--- config.mk ---
export PLATFORM = sky130hd
export DESIGN_NAME = mc_control_unit
export DESIGN_NICKNAME = d
export VERILOG_FILES = /design/src/rtl/mc_control_unit.sv
export SDC_FILE = /design/constraint.sdc
export NUM_CORES = 1
export LEC_CHECK = 0
export CORE_MARGIN = 8
export CORE_UTILIZATION = 45
export DETAILED_ROUTE_END_ITERATION = 16
export MAX_ROUTING_LAYER = met4
export PLACE_DENSITY = 0.86
export REMOVE_ABC_BUFFERS = 1
export SLEW_MARGIN = 20
export SYNTH_ARGS = -nofsm -noshare
export SYNTH_HDL_FRONTEND = slang
export SYNTH_SLANG_ARGS = --single-unit
--- constraint.sdc ---
create_clock -name clk -period 2.1 [get_ports clk]
set_clock_uncertainty 0.15 [all_clocks]
set_input_delay 0.315 -clock clk [delete_from_list [all_inputs] [get_ports clk]]
set_output_delay 0.315 -clock clk [all_outputs]
set_load 0.01 [all_outputs]
--- src/rtl/mc_control_unit.sv ---
// rtl/mc_control_unit.sv - multi-cycle RISC-V style control unit (Moore FSM plus retired-instruction counter)
//
// Purpose: sequences the shared-memory multi-cycle datapath through fetch, decode,
// address, memory, execute, write-back and branch steps, and counts completed
// instructions.
//
// Ports:
//   clk, reset             rising-edge clock, asynchronous active-high reset
//   opcode, funct3,        instruction fields IR[6:0], IR[14:12], IR[30]
//   funct7_5
//   zero                   ALU zero flag (used by branch resolution)
//   PCWrite, IorD, MemRead, MemWrite, IRWrite, MemtoReg, RegWrite,
//   ALUSrcA, PCSource      1-bit datapath enables / mux selects
//   ALUSrcB                ALU B select: 00 B, 01 const 4, 10 imm
//   alu_control            0000 AND, 0001 OR, 0010 ADD, 0110 SUB, 1111 unsupported
//   state                  current state code
//   instr_retired          completed-instruction count (wraps)
module mc_control_unit (
  input  logic        clk,
  input  logic        reset,
  input  logic [6:0]  opcode,
  input  logic [2:0]  funct3,
  input  logic        funct7_5,
  input  logic        zero,
  output logic        PCWrite,
  output logic        IorD,
  output logic        MemRead,
  output logic        MemWrite,
  output logic        IRWrite,
  output logic        MemtoReg,
  output logic        RegWrite,
  output logic        ALUSrcA,
  output logic        PCSource,
  output logic [1:0]  ALUSrcB,
  output logic [3:0]  alu_control,
  output logic [3:0]  state,
  output logic [31:0] instr_retired
);

  typedef enum logic [3:0] {
    S_FETCH     = 4'd0,
    S_DECODE    = 4'd1,
    S_MEM_ADDR  = 4'd2,
    S_MEM_READ  = 4'd3,
    S_MEM_WB    = 4'd4,
    S_MEM_WRITE = 4'd5,
    S_EXEC_R    = 4'd6,
    S_EXEC_I    = 4'd7,
    S_ALU_WB    = 4'd8,
    S_BRANCH    = 4'd9
  } state_t;

  localparam logic [6:0] OP_LOAD   = 7'b0000011;
  localparam logic [6:0] OP_STORE  = 7'b0100011;
  localparam logic [6:0] OP_RTYPE  = 7'b0110011;
  localparam logic [6:0] OP_ITYPE  = 7'b0010011;
  localparam logic [6:0] OP_BRANCH = 7'b1100011;

  localparam logic [3:0] ALU_AND = 4'b0000;
  localparam logic [3:0] ALU_OR  = 4'b0001;
  localparam logic [3:0] ALU_ADD = 4'b0010;
  localparam logic [3:0] ALU_SUB = 4'b0110;
  localparam logic [3:0] ALU_BAD = 4'b1111;

  state_t state_q;
  state_t state_d;

  // Raw write enables before reset gating.
  logic pc_write_s;
  logic mem_write_s;
  logic ir_write_s;
  logic reg_write_s;
  logic retire;

  always_ff @(posedge clk or posedge reset) begin
    if (reset) begin
      state_q <= S_FETCH;
    end else begin
      state_q <= state_d;
    end
  end

  always_comb begin
    state_d     = S_FETCH;
    pc_write_s  = 1'b0;
    mem_write_s = 1'b0;
    ir_write_s  = 1'b0;
    reg_write_s = 1'b0;
    IorD        = 1'b0;
    MemRead     = 1'b0;
    MemtoReg    = 1'b0;
    ALUSrcA     = 1'b0;
    PCSource    = 1'b0;
    ALUSrcB     = 2'b00;
    alu_control = ALU_ADD;

    case (state_q)
      S_FETCH: begin
        MemRead    = 1'b1;
        ir_write_s = 1'b1;
        ALUSrcB    = 2'b01;
        pc_write_s = 1'b1;
        state_d    = S_DECODE;
      end
      S_DECODE: begin
        // Branch target is precomputed into ALUOut here.
        ALUSrcB = 2'b10;
        case (opcode)
          OP_LOAD, OP_STORE: state_d = S_MEM_ADDR;
          OP_RTYPE:          state_d = S_EXEC_R;
          OP_ITYPE:          state_d = S_EXEC_I;
          OP_BRANCH:         state_d = S_BRANCH;
          default:           state_d = S_FETCH;
        endcase
      end
      S_MEM_ADDR: begin
        ALUSrcA = 1'b1;
        ALUSrcB = 2'b10;
        state_d = (opcode == OP_LOAD) ? S_MEM_READ : S_MEM_WRITE;
      end
      S_MEM_READ: begin
        MemRead = 1'b1;
        IorD    = 1'b1;
        state_d = S_MEM_WB;
      end
      S_MEM_WB: begin
        reg_write_s = 1'b1;
        MemtoReg    = 1'b1;
        state_d     = S_FETCH;
      end
      S_MEM_WRITE: begin
        mem_write_s = 1'b1;
        IorD        = 1'b1;
        state_d     = S_FETCH;
      end
      S_EXEC_R: begin
        ALUSrcA = 1'b1;
        case (funct3)
          3'b000:  alu_control = funct7_5 ? ALU_SUB : ALU_ADD;
          3'b111:  alu_control = ALU_AND;
          3'b110:  alu_control = ALU_OR;
          default: alu_control = ALU_BAD;
        endcase
        state_d = S_ALU_WB;
      end
      S_EXEC_I: begin
        // funct7_5 is part of the immediate here, so it must not select SUB.
        ALUSrcA = 1'b1;
        ALUSrcB = 2'b10;
        case (funct3)
          3'b000:  alu_control = ALU_ADD;
          3'b111:  alu_control = ALU_AND;
          3'b110:  alu_control = ALU_OR;
          default: alu_control = ALU_BAD;
        endcase
        state_d = S_ALU_WB;
      end
      S_ALU_WB: begin
        reg_write_s = 1'b1;
        state_d     = S_FETCH;
      end
      S_BRANCH: begin
        ALUSrcA     = 1'b1;
        alu_control = ALU_SUB;
        PCSource    = 1'b1;
        // zero comes from this cycle's compare, so PCWrite follows it combinationally.
        case (funct3)
          3'b000:  pc_write_s = zero;
          3'b001:  pc_write_s = ~zero;
          default: pc_write_s = 1'b0;
        endcase
        state_d = S_FETCH;
      end
      default: begin
        state_d = S_FETCH;
      end
    endcase
  end

  // Reset blocks every architectural write even before the async clear settles state.
  assign PCWrite  = pc_write_s  & ~reset;
  assign MemWrite = mem_write_s & ~reset;
  assign IRWrite  = ir_write_s  & ~reset;
  assign RegWrite = reg_write_s & ~reset;

  assign state = state_q;

  // Every terminal state hands back to FETCH, so leaving one completes an instruction.
  assign retire = (state_q == S_MEM_WB) || (state_q == S_MEM_WRITE) ||
                  (state_q == S_ALU_WB) || (state_q == S_BRANCH);

  always_ff @(posedge clk or posedge reset) begin
    if (reset) begin
      instr_retired <= 32'd0;
    end else if (retire) begin
      instr_retired <= instr_retired + 32'd1;
    end
  end

endmodule

==> results of run 1 <==
==> repair_timing <==
item / 4_1_cts / 5_1_grt
setup endpoints to repair: 15 / 14
pin swaps: 0 / 4
buffers inserted: 1 / 3
gates resized for setup: 22 / 15
==> kinds of logic after synthesis <==
family | after synthesis | synth area share
compound gates | 10 | 0.0317
xor+xnor | 34 | 0.164
fa+ha+maj | 1 | 0.00674
buf+inv | 9 | 0.0202
flops | 36 | 0.485
mux | 1 | 0.00606
simple gates | 95 | 0.286
==> cell usage in the layout, fill, tap and decap left out, drive strengths merged, types with 4 or more instances in the layout <==
cell           Yosys  final
and3               8      8
dfrtp             36     36
nor3               7      7
nor2              17     17
nand2             19     19
nor4               4      4
nand3              8      8
buf                2     25
inv                4      4
xnor2             20     20
nor2b              5      5
xor2              14     14
a21oi              6      6
nand4             12     12
clkbuf             3     11
clkdlybuf4s50      0     49
dlygate4sd2        0      9
==> per-layer routing <==
| metal | GRT usage | vias to the layer above | part of all wire |
|---|---|---|---|
| li1 | - | 822 | - |
| met1 | 0.189 | 838 | 0.44 |
| met2 | 0.259 | 48 | 0.48 |
| met3 | 0.0491 | 9 | 0.064 |
| met4 | 0.0491 | 0 | 0.017 |
| met5 | - | - | 0 |
==> report_power, final <==
group          leakage (nW)  switching (W)  internal (W)
clock                0.0410       0.000229      0.000225
combinational         0.779       0.000210      0.000262
sequential            0.495      0.0000542      0.000734
total                  1.32       0.000494       0.00122
==> sequential cells by signal, summed over array words and instances (netlist names) <==
name,flops
instr_retired,32
state,4
==> layout make-up <==
type | count | area (um2) | share of cell area
sequential | 36 | 902 | 0.322
clock buffer | 6 | 72.6 | 0.0259
clock inverter | 1 | 5.00 | 0.00179
tap | 50 | 62.6 | 0.0223
multi-input combinational | 141 | 950 | 0.339
timing repair buffer | 89 | 796 | 0.284
inverter | 4 | 15.0 | 0.00536
==> through the flow <==
stage | instances | area (um2) | util | setup TNS, ns
floorplan | 181 | 1830 | - | 0
global placement | 316 | 2700 | 0.674 | -0.610
detailed placement | 316 | 2700 | 0.674 | -0.806
CTS | 324 | 2770 | 0.693 | 0
global route | 327 | 2800 | 0.701 | -0.0994
finish | 327 | 2800 | 0.701 | 0
==> worst max-delay path: stages (launching register included) <==
cell,delay (ns)
dfrtp_1,0.41
buf_4,0.17
xnor2_2,0.17
buf_4,0.17
nor3_4,0.24
nand4_1,0.27
buf_4,0.23
xnor2_1,0.11
==> worst max path at each step <==
| stage | end | depth (start not counted) | slack (ns) | start |
|---|---|---|---|---|
| floorplan | instr_retired[21] | 5 | 0.18 | state[3] |
| global placement | alu_control[2] | 5 | -0.21 | funct3[0] |
| detailed placement | alu_control[2] | 5 | -0.22 | funct3[0] |
| CTS | alu_control[0] | 6 | 0.003 | state[3] |
| global route | ALUSrcB[1] | 6 | -0.03 | state[1] |
| finish | instr_retired[18] | 7 | 0.09 | state[2] |
==> summary.log, run 1 <==
qor: global_route.first_global_vias 1770
qor: pwr.power_density 612 nW/um2
qor: yosys.asyncSetResetFlopFracSynth 1.00
qor: yosys.post_synth.cell_area_avg 9.98 um2
qor: floorplanning.design.die.area 6440 um2
qor: setup_path.worstSetupPathType flip-flop to flip-flop
qor: pwr.p_total 0.00172 W
qor: clocking.cts_inserted_buffers 5
qor: sta.finalHoldWorstSlack 0.332 ns
qor: yosys.synth.most_common_cell dfrtp_1
qor: setup_path.crit_end_category flip-flop
qor: routing.ant_nets 0
qor: global_route.grt_pass1_wl 8070 um
qor: sta.fmax 496 MHz
qor: global_route.globalRoute.totalOverflow 0
qor: sta.slew-limit-headroom 0.693
qor: yosys.seq_area_frac_synth 0.485
qor: sta.finalCritPeriodShare 0.959
qor: outcome.outcome finished, final reports clean
qor: routing.wire_per_inst 15.3 um
qor: floorplanning.floorplan.die.height 80.2 um
qor: yosys.ys_warn_count 0
qor: routing.drc 0
qor: final_layout.syn2layout_area_growth 50.9%
qor: worst_hold_path.timing.hold.worst.start instr_retired[31]
qor: worst_hold_path.min_path_type flip-flop to flip-flop
qor: setup_path.r2r_setup_slack 0.09 ns
qor: sta.timing.final.setup_violations 0
qor: yosys.post_synth_instance_area 1860 um2
qor: yosys.synth_top_flop_cell dfrtp_1
qor: yosys.synth_top_cell_by_area dfrtp_1
qor: clocking.clkSinkCount 36
qor: routing.drt_first_iter_violations 57
qor: floorplanning.io-pin-count 65
qor: yosys.netlist-cell-type-count 35
qor: floorplanning.floorplan.initialDensity 0.464
qor: worst_hold_path.min_delay_worst_endpoint instr_retired[31]
qor: sta.worst-slew-pin-transition 0.461 ns
qor: setup_path.worst-endpoint-arrival 2.04 ns
qor: global_route.grt_usage 0.161
qor: final_layout.diodes 0
qor: sta.timing.final.hold_violations 0
qor: yosys.synth-seq-cells 36
qor: sta.setup_ws_final 0.0854 ns
qor: placed_design.detailedPlacementHpwl 3690 um
qor: final_layout.nets 292
qor: run.max-cap-violations 0
qor: setup_path.r2r_start state[2]
qor: yosys.syn_inst 186
qor: floorplanning.die_w 80.2 um
qor: clocking.clk-insertion-delay-late 0.29 ns
qor: clocking.clk_pin_slew_worst_paths 0.07 ns
qor: setup_path.worst-endpoint-required 2.12 ns
qor: yosys.synth_top_cells_by_count dfrtp_1 (36), nand2_1 (19), xnor2_1 (19)
qor: placed_design.gp_congestion 0.892
qor: floorplanning.number_of_placement_rows 23
qor: yosys.synth_edf_count 0
qor: sta.slew_viol_final 0
qor: global_route.grt_max_degree 37
qor: sta.min_period 2.01 ns
qor: clocking.cts_hold_buffers 0
qor: routing.route.detailed.vias_per_inst 5.25
qor: setup_path.timing.rr.end instr_retired[18]
qor: setup_path.start_kind flip-flop
qor: setup_path.path_max_fanout 4
qor: routing.routed-via-count 1717
qor: clocking.clock_tree.root_cell clkbuf_8
qor: yosys.yosys-top-cells-area dfrtp_1 (49%), xnor2_1 (9.0%), xor2_1 (6.6%)
qor: final_layout.filler_cell_count 319
qor: yosys.post-synth-top-area-fraction 0.485
qor: routing.firstDrtPassIters 4
qor: setup_path.r2r_cells 7
qor: clocking.clock_tree_from_tritoncts yes
qor: worst_hold_path.hold_path_depth 1
qor: global_route.antenna_violations_before_repair 0
qor: clocking.cts.path.max_buffers 2
qor: pwr.irDropWorstVdd 0.000534 V
qor: clocking.htree_num_levels 2
qor: placed_design.port_buf_inserts 64
qor: floorplanning.coreArea 4000 um2
qor: final_layout.drive_gt1_frac 0.181
qor: placed_design.place_worst_setup_slack -0.219 ns
qor: routing.routed_wirelength 4990 um
qor: pwr.p_leak 1.32 nW
(Power assumes the default switching activity.)
==> run 2, diff against run 1 <==
--- a/config.mk
+++ b/config.mk
@@ -5,6 +5,7 @@
 export SDC_FILE = /design/constraint.sdc
 export NUM_CORES = 1
 export LEC_CHECK = 0
+export CAP_MARGIN = 20
 export CORE_MARGIN = 8
 export CORE_UTILIZATION = 45
 export DETAILED_ROUTE_END_ITERATION = 16
==> results of run 2 <==
The final DEF is identical to that of run 1; final timing and power are the same.
==> run 3, diff against run 2 <==
--- a/config.mk
+++ b/config.mk
@@ -6,12 +6,15 @@
 export NUM_CORES = 1
 export LEC_CHECK = 0
 export CAP_MARGIN = 20
+export CORE_ASPECT_RATIO = 0.6
 export CORE_MARGIN = 8
 export CORE_UTILIZATION = 45
+export CTS_CLUSTER_SIZE = 25
 export DETAILED_ROUTE_END_ITERATION = 16
 export MAX_ROUTING_LAYER = met4
 export PLACE_DENSITY = 0.86
 export REMOVE_ABC_BUFFERS = 1
+export SETUP_SLACK_MARGIN = 0.05
 export SLEW_MARGIN = 20
 export SYNTH_ARGS = -nofsm -noshare
 export SYNTH_HDL_FRONTEND = slang
==> summary.log, run 3 (synthesized netlist as in run 1, its figures left out) <==
qor: outcome.outcome finished, final reports clean
qor: pwr.seq_power_share 0.407
qor: placed_design.gp_congestion 0.843
qor: clocking.cts.path.max_buffers 2
qor: pwr.comb_power_share 0.276
qor: sta.setup_ws_final 0.0650 ns
qor: sta.grt_setup_unrepaired yes
qor: worst_hold_path.min_path_type flip-flop to flip-flop
qor: pwr.internal_power 0.00137 W
qor: pwr.clock_power_share 0.318
qor: floorplanning.die_w 98.9 um
qor: sta.fmax 491 MHz
qor: setup_path.critical_path.cell_chain buf_6, buf_6, nand4b_1, nor3_4, nand4_1, buf_6, nor2_1, xnor2_1
qor: global_route.grt_pass1_wl 8760 um
qor: sta.min_period 2.04 ns
qor: final_layout.largest_reg_flops 32
qor: sta.slew-limit-headroom 0.704
qor: global_route.grt_max_degree 37
qor: pwr.switching_share 0.283
qor: setup_path.worst_path_dominant_cell_family simple AND/OR/NAND/NOR gates
qor: floorplanning.coreArea 4030 um2
qor: sta.worst-slew-pin-transition 0.445 ns
qor: setup_path.critical-path-slowest-cell dfrtp_1
qor: clocking.clock_tree_from_tritoncts yes
qor: setup_path.timing.critical_path.mode_cell buf_6
qor: final_layout.syn2layout_area_growth 56.7%
qor: floorplanning.floorplan.initialDensity 0.461
qor: floorplanning.number_of_placement_rows 18
qor: setup_path.path_max_fanout 5
qor: clocking.htree_num_levels 2
qor: global_route.antenna_violations_before_repair 0
qor: placed_design.port_buf_inserts 64
qor: clocking.clock_tree.root_cell clkbuf_8
qor: pwr.p_leak 1.35 nW
qor: clocking.clk-insertion-delay-late 0.30 ns
qor: global_route.first_global_vias 1760
qor: routing.route.detailed.vias_per_inst 5.38
qor: setup_path.worstSetupPathType flip-flop to flip-flop
qor: pwr.irDropWorstVdd 0.000321 V
qor: final_layout.layout_common_cells clkdlybuf4s50_1 (48), dfrtp_1 (35), buf_4 (24), nand2_1 (19), xnor2_1 (18)
qor: final_layout.nets 296
qor: routing.firstDrtPassIters 4
qor: pwr.power_density 655 nW/um2
qor: routing.routed-via-count 1785
qor: sta.slew_viol_final 0
qor: routing.wire_per_inst 16.3 um
qor: final_layout.layout_commonest_cell clkdlybuf4s50_1
qor: floorplanning.design.die.area 6500 um2
qor: setup_path.cpPeakStageDelay 0.43 ns
qor: placed_design.place_worst_setup_slack -0.240 ns
qor: setup_path.crit_end_category flip-flop
qor: routing.ant_nets 0
qor: setup_path.worst-endpoint-required 2.17 ns
qor: sta.finalHoldWorstSlack 0.322 ns
qor: global_route.globalRoute.totalOverflow 0
qor: final_layout.post-route-util 0.722
qor: sta.timing.final.setup_violations 0
qor: setup_path.worst-endpoint-arrival 2.11 ns
qor: final_layout.drive_gt1_frac 0.227
qor: final_layout.regMostFlops instr_retired
qor: clocking.cts_inserted_buffers 5
qor: setup_path.critPathBufInv 3
qor: routing.drc 0
qor: setup_path.start_kind flip-flop
qor: pwr.p_total 0.00191 W
qor: global_route.grt_usage 0.175
qor: clocking.clkSinkCount 36
qor: floorplanning.floorplan.die.height 65.8 um
qor: run.max-cap-violations 0
qor: clocking.clk_pin_slew_worst_paths 0.08 ns
qor: pwr.switching_power 0.000539 W
qor: sta.timing.final.hold_violations 0
qor: sta.finalCritPeriodShare 0.969
qor: placed_design.detailedPlacementHpwl 3960 um
qor: routing.drt_first_iter_violations 113
qor: final_layout.diodes 0
qor: clocking.cts_hold_buffers 0
qor: floorplanning.io-pin-count 65
qor: routing.routed_wirelength 5410 um
==> run 3: cell count changes in the layout (fill, tap and decap cells not counted), sizes merged <==
cell           previous run  this run
buf                      25        32
dlygate4sd2               9         7
bufinv                    0         1
clkdlybuf4s50            49        48
==> run 3: metal layers <==
layer / wire (um) / track usage / vias to the layer above
met5: 0 / - / -
met4: 140 / 0.0778 / 0
met3: 287 / 0.0337 / 14
met2: 2670 / 0.274 / 65
met1: 2310 / 0.217 / 872
li1: - / - / 834
==> run 3: area by class of cell <==
type,count,area (um2)
sequential,36,902
timing repair buffer,93,830
clock buffer,6,72.6
fill,285,1120
tap,50,62.6
multi-input combinational,141,993
inverter,4,15.0
clock inverter,2,35.0
==> run 3: path summary, 6_finish.rpt <==
kind / startpoint / to / slack, ns / depth (start not counted)
max in group asynchronous: reset / state[2] / 1.04 / 3
min in group asynchronous: reset / instr_retired[1] / 0.41 / 3
max: state[1] / instr_retired[22] / 0.06 / 8
max reg2reg: state[1] / instr_retired[22] / 0.06 / 8
min: instr_retired[31] / instr_retired[31] / 0.32 / 1
min reg2reg: instr_retired[31] / instr_retired[31] / 0.32 / 1
==> run 3: timing repair <==
| action | in CTS | in global routing |
|---|---|---|
| buffers inserted | 2 | 6 |
| gates resized for setup | 33 | 31 |
| setup endpoints to repair | 20 | 20 |
| pin swaps | 3 | 12 |
| endpoints found under the hold margin | 0 | 0 |
==> run 3: per-stage QoR <==
stage / instance area [um2] / std cells / TNS (ns)
after floorplan: 1830 / 181 / 0
after global placement: 2700 / 316 / -0.549
after detailed placement: 2700 / 316 / -0.765
after CTS: 2830 / 326 / -0.0147
after global routing: 2910 / 332 / -0.130
final: 2910 / 332 / 0
==> run 3: power groups by stage <==
stage / sequential [W] / combinational, W / clock (W)
floorplan: 0.000819 / 0.000169 / 0
global placement: 0.000788 / 0.000503 / 0
detailed placement: 0.000790 / 0.000510 / 0
CTS: 0.000780 / 0.000502 / 0.000606
global route: 0.000782 / 0.000578 / 0.000648
finish: 0.000775 / 0.000525 / 0.000605
